## config.mk

```make
export PLATFORM = sky130hd
export DESIGN_NAME = stage_fe
export DESIGN_NICKNAME = d
export VERILOG_FILES = /design/src/rtl/stage_fe.sv
export SDC_FILE = /design/constraint.sdc
export NUM_CORES = 1
export LEC_CHECK = 0
export ABC_CLOCK_PERIOD_IN_PS = 5760
export BUFFER_PORTS_ARGS = -buffer_cell sky130_fd_sc_hd__buf_2
export CORE_AREA = 3 3 216 218
export CTS_CLUSTER_DIAMETER = 50
export DETAILED_ROUTE_END_ITERATION = 6
export DIE_AREA = 0 0 219 221
export GPL_TIMING_DRIVEN = 0
export PLACE_DENSITY = 0.52
export SKIP_CTS_REPAIR_TIMING = 1
export SLEW_MARGIN = 10
export SYNTH_ARGS = -nofsm -noshare
export SYNTH_HDL_FRONTEND = slang
export SYNTH_SLANG_ARGS = --single-unit
```

## constraint.sdc

```tcl
create_clock -name clk -period 5.76 [get_ports clk]
set_clock_uncertainty 0.05 [all_clocks]
set_input_delay 1.152 -clock clk [delete_from_list [all_inputs] [get_ports clk]]
set_output_delay 1.152 -clock clk [all_outputs]
set_load 0.01 [all_outputs]
```

## src/rtl/stage_fe.sv

```systemverilog
// stage_fe
// Instruction-fetch stage. Holds the PC, issues in-order fetch requests to
// instruction memory, buffers returned words in a small prefetch FIFO and
// presents one instruction (or a bubble) per cycle to decode.
//
// Ports:
//   clk, rst          : clock and synchronous active-high reset
//   en, stall         : pipeline enable / hazard stall shared with decode
//   redirect          : PC redirect from execute, target on redirect_pc
//   imem_req_valid    : fetch request valid, handshake with imem_req_ready
//   imem_addr         : fetch address (always the current PC)
//   imem_rsp_valid    : in-order response strobe with word imem_rsp_data
//   out_inst, out_pc  : instruction word and its PC for decode
//   out_flush         : 1 marks the slot as a bubble (out_inst = NOP)
module stage_fe #(
   parameter int               DATA_W    = 32,
   parameter int               INST_W    = 32,
   parameter logic [DATA_W-1:0] RESET_PC = 32'h0000_0000,
   parameter int               BUF_DEPTH = 2,
   parameter logic [INST_W-1:0] NOP      = 32'h0000_0013
) (
   input  logic              clk,
   input  logic              rst,
   input  logic              en,
   input  logic              stall,
   input  logic              redirect,
   input  logic [DATA_W-1:0] redirect_pc,
   output logic              imem_req_valid,
   input  logic              imem_req_ready,
   output logic [DATA_W-1:0] imem_addr,
   input  logic              imem_rsp_valid,
   input  logic [INST_W-1:0] imem_rsp_data,
   output logic [INST_W-1:0] out_inst,
   output logic [DATA_W-1:0] out_pc,
   output logic              out_flush
);

   localparam int CW = $clog2(BUF_DEPTH) + 1;
   localparam int PW = (BUF_DEPTH > 1) ? $clog2(BUF_DEPTH) : 1;
   localparam logic [CW:0] DEPTH_V = (CW+1)'(BUF_DEPTH);

   logic [DATA_W-1:0] pc;
   // PC of the next response that will be kept; it only advances on kept
   // responses, so discarded wrong-path words never disturb it.
   logic [DATA_W-1:0] rsp_pc;
   logic [CW-1:0]     count;
   logic [CW-1:0]     outstanding;
   logic [CW-1:0]     discard;
   logic [PW-1:0]     rd_ptr;
   logic [PW-1:0]     wr_ptr;
   logic [INST_W-1:0] fifo_inst [BUF_DEPTH];
   logic [DATA_W-1:0] fifo_pc   [BUF_DEPTH];

   logic [CW:0] occupancy;
   logic        fire;
   logic        rsp_drop;
   logic        rsp_take;
   logic        pop_slot;
   logic        fifo_pop;
   logic        bypass;
   logic        fifo_push;

   // Pointer advance; a single-entry FIFO keeps its pointers pinned at 0.
   function automatic logic [PW-1:0] ptr_inc(input logic [PW-1:0] p);
      if (BUF_DEPTH == 1) return '0;
      return p + PW'(1);
   endfunction

   // Request and pop decisions. Every accepted request reserves a FIFO slot
   // until its word has left the FIFO, so a push can never overflow it.
   always_comb begin
      occupancy      = {1'b0, outstanding} + {1'b0, count};
      imem_req_valid = !rst && en && !redirect && (occupancy < DEPTH_V);
      imem_addr      = pc;
      fire           = imem_req_valid && imem_req_ready;
      rsp_drop       = (discard != '0);
      rsp_take       = imem_rsp_valid && !rsp_drop;
      pop_slot       = en && !stall && !redirect;
      fifo_pop       = pop_slot && (count != '0);
      bypass         = pop_slot && (count == '0) && rsp_take;
      fifo_push      = rsp_take && !redirect && !bypass;
   end

   // Control state and output register. A redirect overrides en/stall,
   // flushes the FIFO and marks every still-in-flight fetch for discard,
   // including the one answered in the redirect cycle itself.
   always_ff @(posedge clk) begin
      if (rst) begin
         pc          <= RESET_PC;
         rsp_pc      <= RESET_PC;
         count       <= '0;
         outstanding <= '0;
         discard     <= '0;
         rd_ptr      <= '0;
         wr_ptr      <= '0;
         out_inst    <= NOP;
         out_pc      <= '0;
         out_flush   <= 1'b1;
      end else begin
         outstanding <= outstanding + CW'(fire) - CW'(imem_rsp_valid);
         if (rsp_take) rsp_pc <= rsp_pc + DATA_W'(4);
         if (redirect) begin
            pc        <= {redirect_pc[DATA_W-1:2], 2'b00};
            rsp_pc    <= {redirect_pc[DATA_W-1:2], 2'b00};
            count     <= '0;
            rd_ptr    <= '0;
            wr_ptr    <= '0;
            discard   <= outstanding - CW'(imem_rsp_valid);
            out_inst  <= NOP;
            out_flush <= 1'b1;
         end else begin
            if (fire) pc <= pc + DATA_W'(4);
            if (imem_rsp_valid && rsp_drop) discard <= discard - CW'(1);
            if (fifo_push) wr_ptr <= ptr_inc(wr_ptr);
            count <= count + CW'(fifo_push) - CW'(fifo_pop);
            if (pop_slot) begin
               if (fifo_pop) begin
                  out_inst  <= fifo_inst[rd_ptr];
                  out_pc    <= fifo_pc[rd_ptr];
                  out_flush <= 1'b0;
                  rd_ptr    <= ptr_inc(rd_ptr);
               end else if (bypass) begin
                  out_inst  <= imem_rsp_data;
                  out_pc    <= rsp_pc;
                  out_flush <= 1'b0;
               end else begin
                  out_inst  <= NOP;
                  out_flush <= 1'b1;
               end
            end
         end
      end
   end

   // Prefetch storage; contents are only meaningful between the pointers,
   // so the array itself needs no reset.
   always_ff @(posedge clk) begin
      if (!rst && fifo_push) begin
         fifo_inst[wr_ptr] <= imem_rsp_data;
         fifo_pc[wr_ptr]   <= rsp_pc;
      end
   end

endmodule

```

* Word level (Yosys, flattened, before mapping) *
Memories as Yosys holds them, arrays and structs flattened. A register that Yosys moved wholly into a read port is not among the register bits.
Cells that the tools add are included.

storage, ports and cells
  bits in registers = 137
  memory bits (writable) = 128
  input port bits = 71
  output and inout bits = 98
  word-level logic and storage cells = 74
  memories = 2

memories
  memory     words  bits a word  rd ports  clocked after memory_dff  write ports  RTL line  source
  fifo_inst  2      32           1         1                         1            51        logic [INST_W-1:0] fifo_inst [BUF_DEPTH];
  fifo_pc    2      32           1         1                         1            52        logic [DATA_W-1:0] fifo_pc [BUF_DEPTH];

cells by class
  add/subtract/negate cells = 11
  $lt $le $gt $ge = 1
  mux-type cells = 18
  bitwise logic cells = 1
  reductions and logical operators = 29

operators with widths
  cell                     count
  $mux W32                 8
  $add A32 B3 Y32 const B  2
  $logic_and A1 B1 Y1      14
  $reduce_bool A2 Y1       6
  $mux W1                  8
  $sub A2 B1 Y2            3
  $logic_not A1 Y1         5
  $add A2 B1 Y2            2
  $mux W2                  2
  $add A2 B2 Y3            1
  $lt A3 B2 Y1 const B     1
  $reduce_and A3 Y1        1
  $add A1 B1 Y1 const B    2
  $logic_not A2 Y1         1
  $reduce_and A2 Y1        1
  $reduce_or A2 Y1         1
  $sub A2 B1 Y2 const B    1
  $not A1 Y1               1

* Logic depth before layout (Yosys ltp) *
  depth after elaboration = 10
  gate-level depth with buffers = 10
  gate-level depth less buffers = 9

* Least setup slack after synthesis *
OpenSTA, ideal clock, no wires.

  path kind = input-to-reg
  from = input redirect
  to = memory fifo_inst[0][0], enable pin
  library setup time = 0.482 ns
  arrival time = 4.363 ns
  data required time = 5.228 ns
  path slack = 0.865 ns
  stages on the path = 5
  buffers on the path = 2
  path through = buf_2 nor2_1 clkbuf_1 nand2_1 nor2_1

on the way
  longest elaborated chain between the ends = 9
  elaborated cells on any way between the ends = 10
  classes of those cells = 2 x mux; 8 x reduce/logical

RTL lines
  what                               RTL line  source
  start: declaration                 26        input logic redirect,
  $logic_not A1 Y1 (*)               78, 81
  $logic_and A1 B1 Y1                78        pop_slot = en && !stall && !redirect;
  $logic_and A1 B1 Y1 (2 in series)  80        bypass = pop_slot && (count == '0) && rsp_take;
  $logic_not A1 Y1                   81        fifo_push = rsp_take && !redirect && !bypass;
  $logic_and A1 B1 Y1 (*)            81
  $logic_and A1 B1 Y1 (*)            138       if (!rst && fifo_push) begin
  $mux W1 (*)                        138
  $mux W1 (not written as such) (*)  139       fifo_inst[wr_ptr] <= imem_rsp_data;
  end: declaration                   51

Every way passes the cells marked *; elsewhere a longest branch is shown, timed or not.

* Worst setup path in the final report *
  from = input rst
  to = output imem_req_valid

on the way
  longest elaborated chain between the ends = 4

RTL lines
  what                               RTL line  source
  start: declaration                 23        input logic rst,
  $logic_not A1 Y1                   73        imem_req_valid = !rst && en && !redirect && (occupancy < DEPTH_V);
  $logic_and A1 B1 Y1 (3 in series)  73
  end: declaration                   28        output logic imem_req_valid,

Every way passes these cells.

==> flow_summary.json <==
{
  "synth-seq-cells": 256,
  "leakage_uw": 0.00486,
  "dieHeight_um": 221,
  "synthCells": 1052,
  "worstHoldStart": "rsp_pc[17]",
  "setup_violations": 0,
  "hold_violations": 0,
  "maxCapViolations": 0,
  "antenna_found_initial": 1,
  "io_pins": 169,
  "synthAdderAreaFrac": 0.00958,
  "die_x_um": 219,
  "drc": 0,
  "cp_data_arrival_time_ns": 2.60,
  "ant_nets": 0,
  "synthXorXnorAreaFrac": 0.0195,
  "peakVddDrop_v": 0.000155,
  "hold_depth": 0,
  "cts_buffer_depth": 3,
  "period_needed_ns": 3.80,
  "combPwrFrac": 0.071,
  "reg2reg_depth": 8,
  "antenna_cells": 0,
  "hold_class": "flop to flop",
  "drv_slew": 0,
  "drive_above_1_share": 0.188,
  "worst_slew_pin_slew_ns": 1.22,
  "cts-root-buf": "clkbuf_16",
  "grt_first_pass_wirelength_mm": 55.3,
  "start_kind": "input port",
  "reg2reg_from": "count[0]",
  "synthSimpleGateAreaFrac": 0.165,
  "post_drt_wl_per_cell_um": 19.6,
  "slew_headroom": 0.180,
  "ys.flop_type": "dfxtp_1",
  "netlist.area_leader.share": 0.332,
  "totalWireLength_mm": 36.9,
  "final_area_um2": 14100,
  "drt_first_pass_iters": 5,
  "synth_compound_area_frac": 0.193,
  "cp_top_family": "buffers and inverters",
  "swShare": 0.239,
  "ys_types": 60,
  "cts_tree": "built",
  "placed_area_um2": 12900,
  "clock_latency_ns": 0.51,
  "outcome": "completed",
  "critPathMaxStageDelay_ns": 0.45,
  "grt_pass1_vias": 8999,
  "period_share": 0.660,
  "path_max_fanout": 10,
  "core-area_um2": 45100,
  "drtIter0Drc": 660,
  "slowest_stage": "nor4b_1",
  "worstHoldEndpoint": "fifo_pc[1][17]",
  "cp.depth": 5,
  "critical_path_required_ns": 4.56,
  "cts_sinks": 256,
  "rows": 78,
  "globalplace.congestion": 0.853,
  "htree_levels": 2,
  "grt_max_degree": 35,
  "grt_overflow": 0,
  "cellPowerDensity_nw_per_um2": 328,
  "synth_edf_count": 124,
  "initial_core_util": 0.249,
  "syn_area_um2": 11200,
  "crit_type": "input port to output pin",
  "vias_per_cell": 5.02,
  "cp_num_buf_inv": 3,
  "syn2layout_area_growth_pct": 25.8,
  "clock.fmax_mhz": 263,
  "final_util": 0.313,
  "synth_top_family_by_area": "compound AO/OA/AOI/OAI gates",
  "yosys-mux-area-fraction": 0.00267,
  "synth.avg_cell_area_um2": 10.7,
  "via_count": 9457,
  "cp-end-kind": "output pin",
  "grt_usage": 0.148,
  "portBuffers": 161,
  "crit_path_cell_trace": "buf_6 > or2_1 > clkbuf_1 > nor4b_1 > buf_2",
  "cts_buffers": 34,
  "detailed_place_hpwl_mm": 26.3,
  "reg2reg_to": "imem_addr[30]",
  "clk_pin_slew_ns": 0.06,
  "fp.dieArea_um2": 48400,
  "switchingPower_uw": 1110,
  "regToRegSetupSlack_ns": 2.85,
  "nets": 1335,
  "power_frac_seq": 0.440,
  "synth_top_cell_by_area": "edfxtp_1",
  "synth_area_leaders": "edfxtp_1 33%, dfxtp_1 24%, a211oi_1 6.8%",
  "rsz0062_at_grt": "false",
  "synthArstFlopShare": 0,
  "intPower_uw": 3520,
  "synth-seq-area-share": 0.567,
  "ys_warn_count": 0,
  "clkPwrFrac": 0.489
}
-- power groups by stage --
stage	logic (µW)	registers, µW	clock network, µW
floorplan	174	2060	0
global placement	319	2070	0
detailed placement	328	2070	0
CTS	330	2030	2310
global route	363	2040	2380
finish	329	2040	2260
-- Yosys cell counts (24+ instances only) --
cell type and number:
dfxtp_1 132, edfxtp_1 124, a211oi_1 102, clkbuf_1 74
o21ai_0 71, nand2_1 65, nor2b_1 62, nor3_1 40
a311oi_1 36, nor2_1 30, nand4_1 28, inv_1 24
-- registers in the layout (all words and copies together) (netlist names), named ones only --
register	flops
wr_ptr	1
discard	2
out_inst	32
out_pc	30
imem_addr	30
count	2
outstanding	2
rd_ptr	1
out_flush	1
rsp_pc	30
fifo_inst	64
fifo_pc	60
-- cell families (layout without fill, tap and decap cells) --
logic type      count (synthesis)  in the layout
simple gates                  331            331
compound gates                310            310
flops                         256            256
buf+inv                       118            345
xor+xnor                       25             25
fa+ha+maj                       8              8
mux                             3              3
other cells                     1              4
-- worst max path at each step --
stage | to | startpoint | slack, ns
2_1_floorplan | fifo_inst[0][0] | redirect | 0.86
3_3_place_gp | fifo_inst[0][6] | redirect | -1.71
3_5_place_dp | imem_req_valid | rst | 1.99
4_1_cts | imem_req_valid | rst | 1.98
5_1_grt | imem_req_valid | rst | 1.89
6_report | imem_req_valid | rst | 1.96
-- through the flow --
stage	setup WS, ns	hold WS (ns)	power (µW)	setup TNS (ns)	instances
floorplan	0.865	0.370	2240	0	1055
global placement	-1.71	0.375	2390	-106.10	1816
detailed placement	1.99	0.382	2400	0	1820
CTS	1.98	0.387	4670	0	1882
global route	1.89	0.414	4790	0	1882
finish	1.96	0.386	4630	0	1882
-- cell usage in the layout, fill, tap and decap left out, types with 17 or more instances in the layout --
master     instances
o21ai_0           71
clkbuf_1          81
a211oi_1         102
nor3_1            40
nor2_1            29
inv_1             24
nor2b_1           62
nor4_1            17
nand2_1           65
clkbuf_16         37
a311oi_1          36
buf_2            170
edfxtp_1         124
a21oi_1           19
dfxtp_1          132
nand4_1           28
nand3_1           21
-- layer usage --
layer | share of wire | GRT usage | wire, µm
met3 | 0.073 | 0.0275 | 2700
met1 | 0.48 | 0.217 | 17500
met4 | 0.018 | 0.0322 | 654
met5 | 0 | 0 | 0
met2 | 0.43 | 0.226 | 16000
-- area by class of cell --
cell class / count / area (µm²)
multi-input cells: 681 / 4410
fillers: 4738 / 31000
inverters: 24 / 90.1
clock buffers: 46 / 980
plain buffers: 94 / 387
clock inverters: 16 / 234
repair buffers: 165 / 908
well taps: 600 / 751
flip-flops and latches: 256 / 6370
(Power assumes the default switching activity.)
